[src/rtl/scmp_bus_ctl.sv]
// scmp_bus_ctl: SC/MP-style external bus-cycle controller.
// Runs one bus cycle at a time (request, address strobe, read/write data
// phase with wait-state extension, completion) on behalf of the microcode
// requester. Defining SCMP_DMA_PORT_EN adds a second (DMA) requester that
// alternates with the CPU when both ask in the same cycle.
module scmp_bus_ctl (
  input  logic        clk,
  input  logic        rst_n,
  input  logic        cpu_req,
  input  logic        cpu_wr,
  input  logic [3:0]  cpu_flags,
  input  logic [15:0] cpu_addr,
  input  logic [7:0]  cpu_wdata,
  output logic [7:0]  cpu_rdata,
  output logic        cpu_ack,
  output logic        cpu_stall,
  output logic        bus_breq_n,
  input  logic        bus_enin,
  output logic        bus_enout,
  output logic        bus_ads_n,
  output logic        bus_rd_n,
  output logic        bus_wr_n,
  input  logic        bus_hold,
  output logic [15:0] bus_addr,
  output logic [3:0]  bus_flags,
  output logic [7:0]  bus_d_o,
  output logic        bus_d_oe,
  input  logic [7:0]  bus_d_i
`ifdef SCMP_DMA_PORT_EN
  ,
  input  logic        dma_req,
  input  logic        dma_wr,
  input  logic [15:0] dma_addr,
  input  logic [7:0]  dma_wdata,
  output logic [7:0]  dma_rdata,
  output logic        dma_ack
`endif
);

  typedef enum logic [2:0] {
    IDLE,
    REQ,
    ADDR,
    DATA,
    DONE
  } state_t;

  state_t      state;

  // Cycle parameters captured when the cycle is granted.
  logic        cyc_wr;
  logic [15:0] cyc_addr;
  logic [7:0]  cyc_wdata;
  logic [3:0]  cyc_flags;

  // Set after the first DATA cycle; the data phase is never shorter than two.
  logic        data_min_done;
  logic [7:0]  rdata_q;
  logic        any_req;

`ifdef SCMP_DMA_PORT_EN
  // last_dma remembers the previous winner; owner_dma routes the ack.
  logic        last_dma;
  logic        owner_dma;
  logic        pick_dma;

  assign any_req   = cpu_req | dma_req;
  assign pick_dma  = dma_req & (~cpu_req | ~last_dma);
  assign dma_rdata = rdata_q;
`else
  assign any_req   = cpu_req;
`endif

  assign cpu_rdata = rdata_q;
  assign cpu_stall = cpu_req & ~cpu_ack;
  assign bus_enout = bus_enin & (state == IDLE) & ~any_req;

  // Bus-cycle sequencer; every bus strobe and ack is a flop set on the
  // transition into the state that owns it.
  always_ff @(posedge clk or negedge rst_n) begin
    if (!rst_n) begin
      state         <= IDLE;
      cyc_wr        <= 1'b0;
      cyc_addr      <= 16'h0000;
      cyc_wdata     <= 8'h00;
      cyc_flags     <= 4'h0;
      data_min_done <= 1'b0;
      rdata_q       <= 8'h00;
      cpu_ack       <= 1'b0;
      bus_breq_n    <= 1'b1;
      bus_ads_n     <= 1'b1;
      bus_rd_n      <= 1'b1;
      bus_wr_n      <= 1'b1;
      bus_d_oe      <= 1'b0;
      bus_addr      <= 16'h0000;
      bus_flags     <= 4'h0;
      bus_d_o       <= 8'h00;
`ifdef SCMP_DMA_PORT_EN
      dma_ack       <= 1'b0;
      last_dma      <= 1'b1;
      owner_dma     <= 1'b0;
`endif
    end else begin
      case (state)
        IDLE: begin
          if (any_req) begin
            state      <= REQ;
            bus_breq_n <= 1'b0;
`ifdef SCMP_DMA_PORT_EN
            owner_dma <= pick_dma;
            last_dma  <= pick_dma;
            if (pick_dma) begin
              cyc_wr    <= dma_wr;
              cyc_addr  <= dma_addr;
              cyc_wdata <= dma_wdata;
              cyc_flags <= 4'h0;
            end else begin
              cyc_wr    <= cpu_wr;
              cyc_addr  <= cpu_addr;
              cyc_wdata <= cpu_wdata;
              cyc_flags <= cpu_flags;
            end
`else
            cyc_wr    <= cpu_wr;
            cyc_addr  <= cpu_addr;
            cyc_wdata <= cpu_wdata;
            cyc_flags <= cpu_flags;
`endif
          end
        end

        REQ: begin
          if (bus_enin) begin
            state     <= ADDR;
            bus_ads_n <= 1'b0;
            bus_addr  <= cyc_addr;
            bus_flags <= cyc_flags;
            bus_d_o   <= cyc_wr ? cyc_wdata : 8'h00;
          end
        end

        ADDR: begin
          state         <= DATA;
          bus_ads_n     <= 1'b1;
          data_min_done <= 1'b0;
          if (cyc_wr) begin
            bus_wr_n <= 1'b0;
            bus_d_oe <= 1'b1;
          end else begin
            bus_rd_n <= 1'b0;
          end
        end

        DATA: begin
          if (!data_min_done) begin
            data_min_done <= 1'b1;
          end else if (!bus_hold) begin
            state      <= DONE;
            bus_rd_n   <= 1'b1;
            bus_wr_n   <= 1'b1;
            bus_d_oe   <= 1'b0;
            bus_breq_n <= 1'b1;
            if (!cyc_wr) begin
              rdata_q <= bus_d_i;
            end
`ifdef SCMP_DMA_PORT_EN
            if (owner_dma) begin
              dma_ack <= 1'b1;
            end else begin
              cpu_ack <= 1'b1;
            end
`else
            cpu_ack <= 1'b1;
`endif
          end
        end

        DONE: begin
          state     <= IDLE;
          cpu_ack   <= 1'b0;
          bus_addr  <= 16'h0000;
          bus_flags <= 4'h0;
          bus_d_o   <= 8'h00;
`ifdef SCMP_DMA_PORT_EN
          dma_ack   <= 1'b0;
`endif
        end

        default: begin
          state <= IDLE;
        end
      endcase
    end
  end

endmodule

[config.mk]
export PLATFORM = sky130hd
export DESIGN_NAME = scmp_bus_ctl
export DESIGN_NICKNAME = d
export VERILOG_FILES = /design/src/rtl/scmp_bus_ctl.sv
export SDC_FILE = /design/constraint.sdc
export NUM_CORES = 1
export LEC_CHECK = 0
export ABC_AREA = 1
export CELL_PAD_IN_SITES_DETAIL_PLACEMENT = 0
export CELL_PAD_IN_SITES_GLOBAL_PLACEMENT = 1
export CORE_ASPECT_RATIO = 0.7
export CORE_MARGIN = 2
export CORE_UTILIZATION = 42
export CTS_CLUSTER_DIAMETER = 40
export CTS_CLUSTER_SIZE = 12
export DETAILED_ROUTE_END_ITERATION = 10
export DONT_BUFFER_PORTS = 1
export PLACE_DENSITY = 0.73
export SYNTH_ARGS = -nofsm -noshare
export SYNTH_HDL_FRONTEND = slang
export SYNTH_SLANG_ARGS = --single-unit
[constraint.sdc]
create_clock -name clk -period 1.1 [get_ports clk]
set_input_delay 0.11 -clock clk [delete_from_list [all_inputs] [get_ports clk]]
set_output_delay 0.11 -clock clk [all_outputs]
set_load 0.1 [all_outputs]
; After elaboration in Yosys (flattened, before gate mapping)
; Cells that the tools add are included.
[classes]
n_reduce_logical = 15
n_eq_ne = 10
n_bitwise = 7
muxes = 28
[ops]
columns = cell, n
row1 = case mux 16 bit (2 select lines), 1
row2 = AND reduction 4 bit, 5
row3 = two-way mux 16 bit, 1
row4 = two-way mux 8 bit, 2
row5 = case mux 8 bit (2 select lines), 1
row6 = case mux 1 bit (2 select lines), 7
row7 = two-way mux 3 bit, 4
row8 = inequality test 2 bit (second input constant), 6
row9 = case mux 3 bit (4 select lines), 1
row10 = nonzero test 2 bit, 5
row11 = two-way mux 1 bit, 9
row12 = case mux 4 bit (2 select lines), 1
row13 = equality test 3 x 2 -> 1 bit (second input constant), 2
row14 = AND reduction 2 bit, 3
row15 = two-way mux 4 bit, 1
row16 = NOT 1 bit, 4
row17 = bitwise AND 1 bit, 3
row18 = equality test 3 x 1 -> 1 bit (second input constant), 1
row19 = equality test 3 bit (second input constant), 1
row20 = logical NOT 3 bit, 1
row21 = AND reduction 3 bit, 1
[word_totals]
inputBits = 42
reg_bits = 75
out_inout_bits = 44
word_cells = 76

; Logic depth before layout (Yosys ltp)
[logic_depth]
depth_word = 3
ltp_mapped = 7
mapped_depth_nobuf = 7

; Worst setup path after synthesis
; OpenSTA, ideal clock, no wires.
[synth_timing]
path_kind = register -> output
from = reg cpu_ack
to = out cpu_stall
stages_incl_launch_ff = 2
required_time_ps = 990
n_path_buf = 0
arrival_time_ps = 2156
slack_ps = -1166
cell_sequence = dfrtp_1 nor2_1
[synth_via]
elab_chain_len = 2
[synth_lines]
columns = item, line_no
row1 = from (decl), 15  ; output logic cpu_ack,
row2 = from (signal assigned), 89  ; cpu_ack <= 1'b0;
row3 = from (signal assigned), 173  ; cpu_ack <= 1'b1;
row4 = from (signal assigned), 180  ; cpu_ack <= 1'b0;
row5 = NOT 1 bit, 75  ; assign cpu_stall = cpu_req & ~cpu_ack;
row6 = bitwise AND 1 bit, 75
row7 = to (decl), 16  ; output logic cpu_stall,
; Every way passes these cells.

; Worst setup path after layout
[layout_timing]
from = reg state[2]
to = out bus_enout
[layout_via]
elab_chain_len = 3
[layout_lines]
columns = item, line_no
row1 = from (decl), 48  ; state_t state;
row2 = from (signal assigned), 82  ; state <= IDLE;
row3 = from (signal assigned), 107  ; state <= REQ;
row4 = from (signal assigned), 134  ; state <= ADDR;
row5 = logical NOT 3 bit, 76  ; assign bus_enout = bus_enin & (state == IDLE) & ~any_req;
row6 = bitwise AND 1 bit (2 in series), 76
row7 = to (decl), 19  ; output logic bus_enout,
; Every way passes these cells.

==> impl_metrics.env <==
export IMPL_max_cap_violations=0
export IMPL_tritoncts_num_sinks=75
export IMPL_slew_limit_headroom_pct=79.2
export IMPL_finalCriticalPeriod_ns=1.47
export IMPL_fillCellCount=386
export IMPL_multi_input_comb_area_sq_um=1170
export IMPL_postLayoutSetupSlackWorst_ns=-0.366
export IMPL_detailedRoute_firstPassIterationCount=7
export IMPL_timing_final_setup_violations=81
export IMPL_portBuffers=0
export IMPL_synth_nets=352
export IMPL_synthesis_instances=310
export IMPL_arrival_time_at_the_worst_endpoint_ns=1.36
export IMPL_tritoncts="yes"
export IMPL_grt_pass1_vias=2517
export IMPL_cpPeakStageDelay_ns=0.43
export IMPL_run_status="finished, violations left"
export IMPL_synth_adder_area_share_pct=0
export IMPL_ant_nets=0
export IMPL_cts_hold_repair_buffers=38
export IMPL_max_clock_path_buffers=2
export IMPL_final_setup_skew_ns=0.00916
export IMPL_final_slew_violations=0
export IMPL_cts_clock_pin_slew_for_the_worst_setup_and_hold_paths_ns=0.08
export IMPL_synth_seq_area_share_pct=62.7
export IMPL_failed_checks="hold timing, setup timing"
export IMPL_critical_path_class="reg -> out"
export IMPL_starting_density_of_the_core_pct=43.8
export IMPL_synthesis_area_sq_um=3000
export IMPL_max_freq_mhz=682
export IMPL_drt_iter0_markers=112
export IMPL_number_of_synthesized_register_bits=75
export IMPL_core_sq_um=6850
export IMPL_critical_path_cell_chain="nor2_4, nand3_2, nor2_4, buf_12"
export IMPL_fp_dieW_um=105
export IMPL_fraction_of_layout_cells_with_a_size_suffix_above_1_pct=50.6
export IMPL_tightest_slew_ns=0.312
export IMPL_proportion_of_synthesized_area_in_mux_cells_pct=0
export IMPL_grtUsageTotal_pct=21.7
export IMPL_total_routed_wirelength_um=9330
export IMPL_worst_skew_pair_late_latency_ns=0.35
export IMPL_pre_cts_slack_ns=-0.133
export IMPL_die_area_sq_um=7850
export IMPL_grt_max_degree=76
export IMPL_crit_reg2reg_launch="state[2]"
export IMPL_grt_setup_unrepaired="yes"
export IMPL_cts_buffers_inserted=9
export IMPL_worst_setup_path_startpoint="state[2]"
export IMPL_finalHoldViolCount=75
export IMPL_yosysUniqueCellTypes=21
export IMPL_fin_nets=486
export IMPL_vias=2650
export IMPL_post_drt_wl_per_cell_um=17.2
export IMPL_synth_top_family_by_area="simple AND/OR/NAND/NOR gates"
export IMPL_gp_congestion=0.754
export IMPL_crit_path_top_delay_cell="sky130_fd_sc_hd__dfrtp_2"
export IMPL_cts_root_buf="sky130_fd_sc_hd__clkbuf_8"
export IMPL_number_of_buffers_and_inverters_on_the_critical_path=1
export IMPL_vias_per_cell=4.88
export IMPL_crit_top_cell="sky130_fd_sc_hd__nor2_4"
export IMPL_global_route_wire_length_before_repair_um=13000
export IMPL_design_portCount=86
export IMPL_cp_data_required_time_ns=0.99
export IMPL_hold_class="in -> async"
export IMPL_num_rows=25
export IMPL_fin_worst_hold_slack_ns=-0.555
export IMPL_final_util_pct=80.7
export IMPL_flip_flop_and_latch_area_sq_um=1930
export IMPL_die_y_um=74.7
export IMPL_crit_family="flip-flops"
export IMPL_ctsHtreeMaxLevel=3
export IMPL_compound_gate_fraction_of_synth_area_pct=12.5
export IMPL_drc_violations_left=0
export IMPL_yosys_area_share_xor_xnor_pct=0
export IMPL_critical_path_startpoint_type="flop"
export IMPL_grt_remaining_overflow=0
export IMPL_grt_antenna_before_repair=0
export IMPL_period_share_pct=133
export IMPL_synth_yosys_warnings=0
export IMPL_timing_critical_path_to_type="output pin"
export IMPL_hpwl_um=4290
export IMPL_insertedDiodeCount=0
export IMPL_synth_avg_cell_area_sq_um=9.68
export IMPL_timing_critical_path_fanout_max=2
export IMPL_flow_area_growth_from_synthesis_pct=84.2
export IMPL_synthSimpleGateAreaFrac_pct=16.7
Yosys cell counts (all sizes together):
| cell | n | area (sq um) |
|---|---|---|
| nand2 | 67 | 254 |
| nor2 | 10 | 55.1 |
| inv | 37 | 139 |
| o21a | 1 | 7.51 |
| o22ai | 1 | 6.26 |
| o21ai | 66 | 360 |
| nand4 | 1 | 6.26 |
| dfrtp | 71 | 1780 |
| nand3 | 35 | 185 |
| dfstp | 4 | 105 |
| buf | 13 | 91.3 |
| clkbuf | 4 | 15.0 |
placed cells by master, fill, tap and decap left out, drive strengths merged, types with 4 or more instances in the layout:
master / count
nor2: 10
dfrtp: 71
dfstp: 4
nand2: 67
clkbuf: 14
inv: 38
buf: 98
nand3: 35
dlygate4sd3: 38
o21ai: 66
per-stage QoR:
stage	TNS, ns	instances	area [sq um]
final	-20.53	543	5530
after global routing	-24.45	543	5530
after CTS	-14.75	521	5030
after detailed placement	-6.03	448	3890
after global placement	-3.57	448	3890
after floorplan	-5.12	310	3220
registers in the layout, summed over array words and instances (netlist names):
| signal | count |
|---|---|
| state | 3 |
| bus_wr_n | 1 |
| bus_rd_n | 1 |
| bus_d_o | 8 |
| cyc_flags | 4 |
| bus_d_oe | 1 |
| cpu_ack | 1 |
| cpu_rdata | 8 |
| bus_breq_n | 1 |
| cyc_wdata | 8 |
| data_min_done | 1 |
| cyc_addr | 16 |
| bus_ads_n | 1 |
| bus_addr | 16 |
| cyc_wr | 1 |
| bus_flags | 4 |
worst paths after layout:
check,slack [ns],to,depth (start not counted)
worst max-delay path,-0.37,bus_enout,4
worst min-delay path,-0.56,bus_addr[11],0
worst max register to register,-0.34,bus_d_o[4],8
worst min register to register,0.49,bus_wr_n,2
max in group asynchronous,1.45,bus_wr_n,0
min in group clk,0.12,bus_d_o[7],3
kinds of logic (layout without fill, tap and decap cells):
family / Yosys count / count (layout)
AO/OA/AOI/OAI: 68 / 68
buffers and inverters: 54 / 193
flip-flops: 75 / 75
AND/OR/NAND/NOR: 113 / 113
what timing repair did:
item / 4_1_cts / 5_1_grt
buffers inserted: 11 / 18
cloned: 8 / 4
endpoints found under the setup margin: 107 / 99
resized for setup: 59 / 69
endpoints found under the hold margin: 113 / 75
pin swaps: 3 / 6
worst reg2reg max path, stage by stage, from the launching register on:
cell and delay, ns:
sky130_fd_sc_hd__dfrtp_2 0.43, sky130_fd_sc_hd__buf_4 0.14, sky130_fd_sc_hd__buf_6 0.12, sky130_fd_sc_hd__buf_6 0.12, sky130_fd_sc_hd__nand3_4 0.14, sky130_fd_sc_hd__buf_6 0.15
sky130_fd_sc_hd__buf_16 0.12, sky130_fd_sc_hd__nand3_2 0.07, sky130_fd_sc_hd__o21ai_1 0.09
cell type report:
class / instances / share of cell area, %
sequential: 75 / 35.0
inverter: 37 / 2.60
multi-input combinational: 181 / 21.2
clock inverter: 6 / 2.01
clock buffer: 10 / 2.49
timing repair buffer: 140 / 34.6
tap: 94 / 2.13
routing by layer:
metal	global-route usage, %	vias to the layer above	wire, um
met5	0	-	0
met1	29.0	1288	3960
met4	6.37	0	163
li1	-	1269	-
met2	35.3	78	4730
met3	6.32	15	478
Power is left out: the tool's default activity adds up to more than one toggle a clock period on the data nets, which glitch-free logic cannot reach.
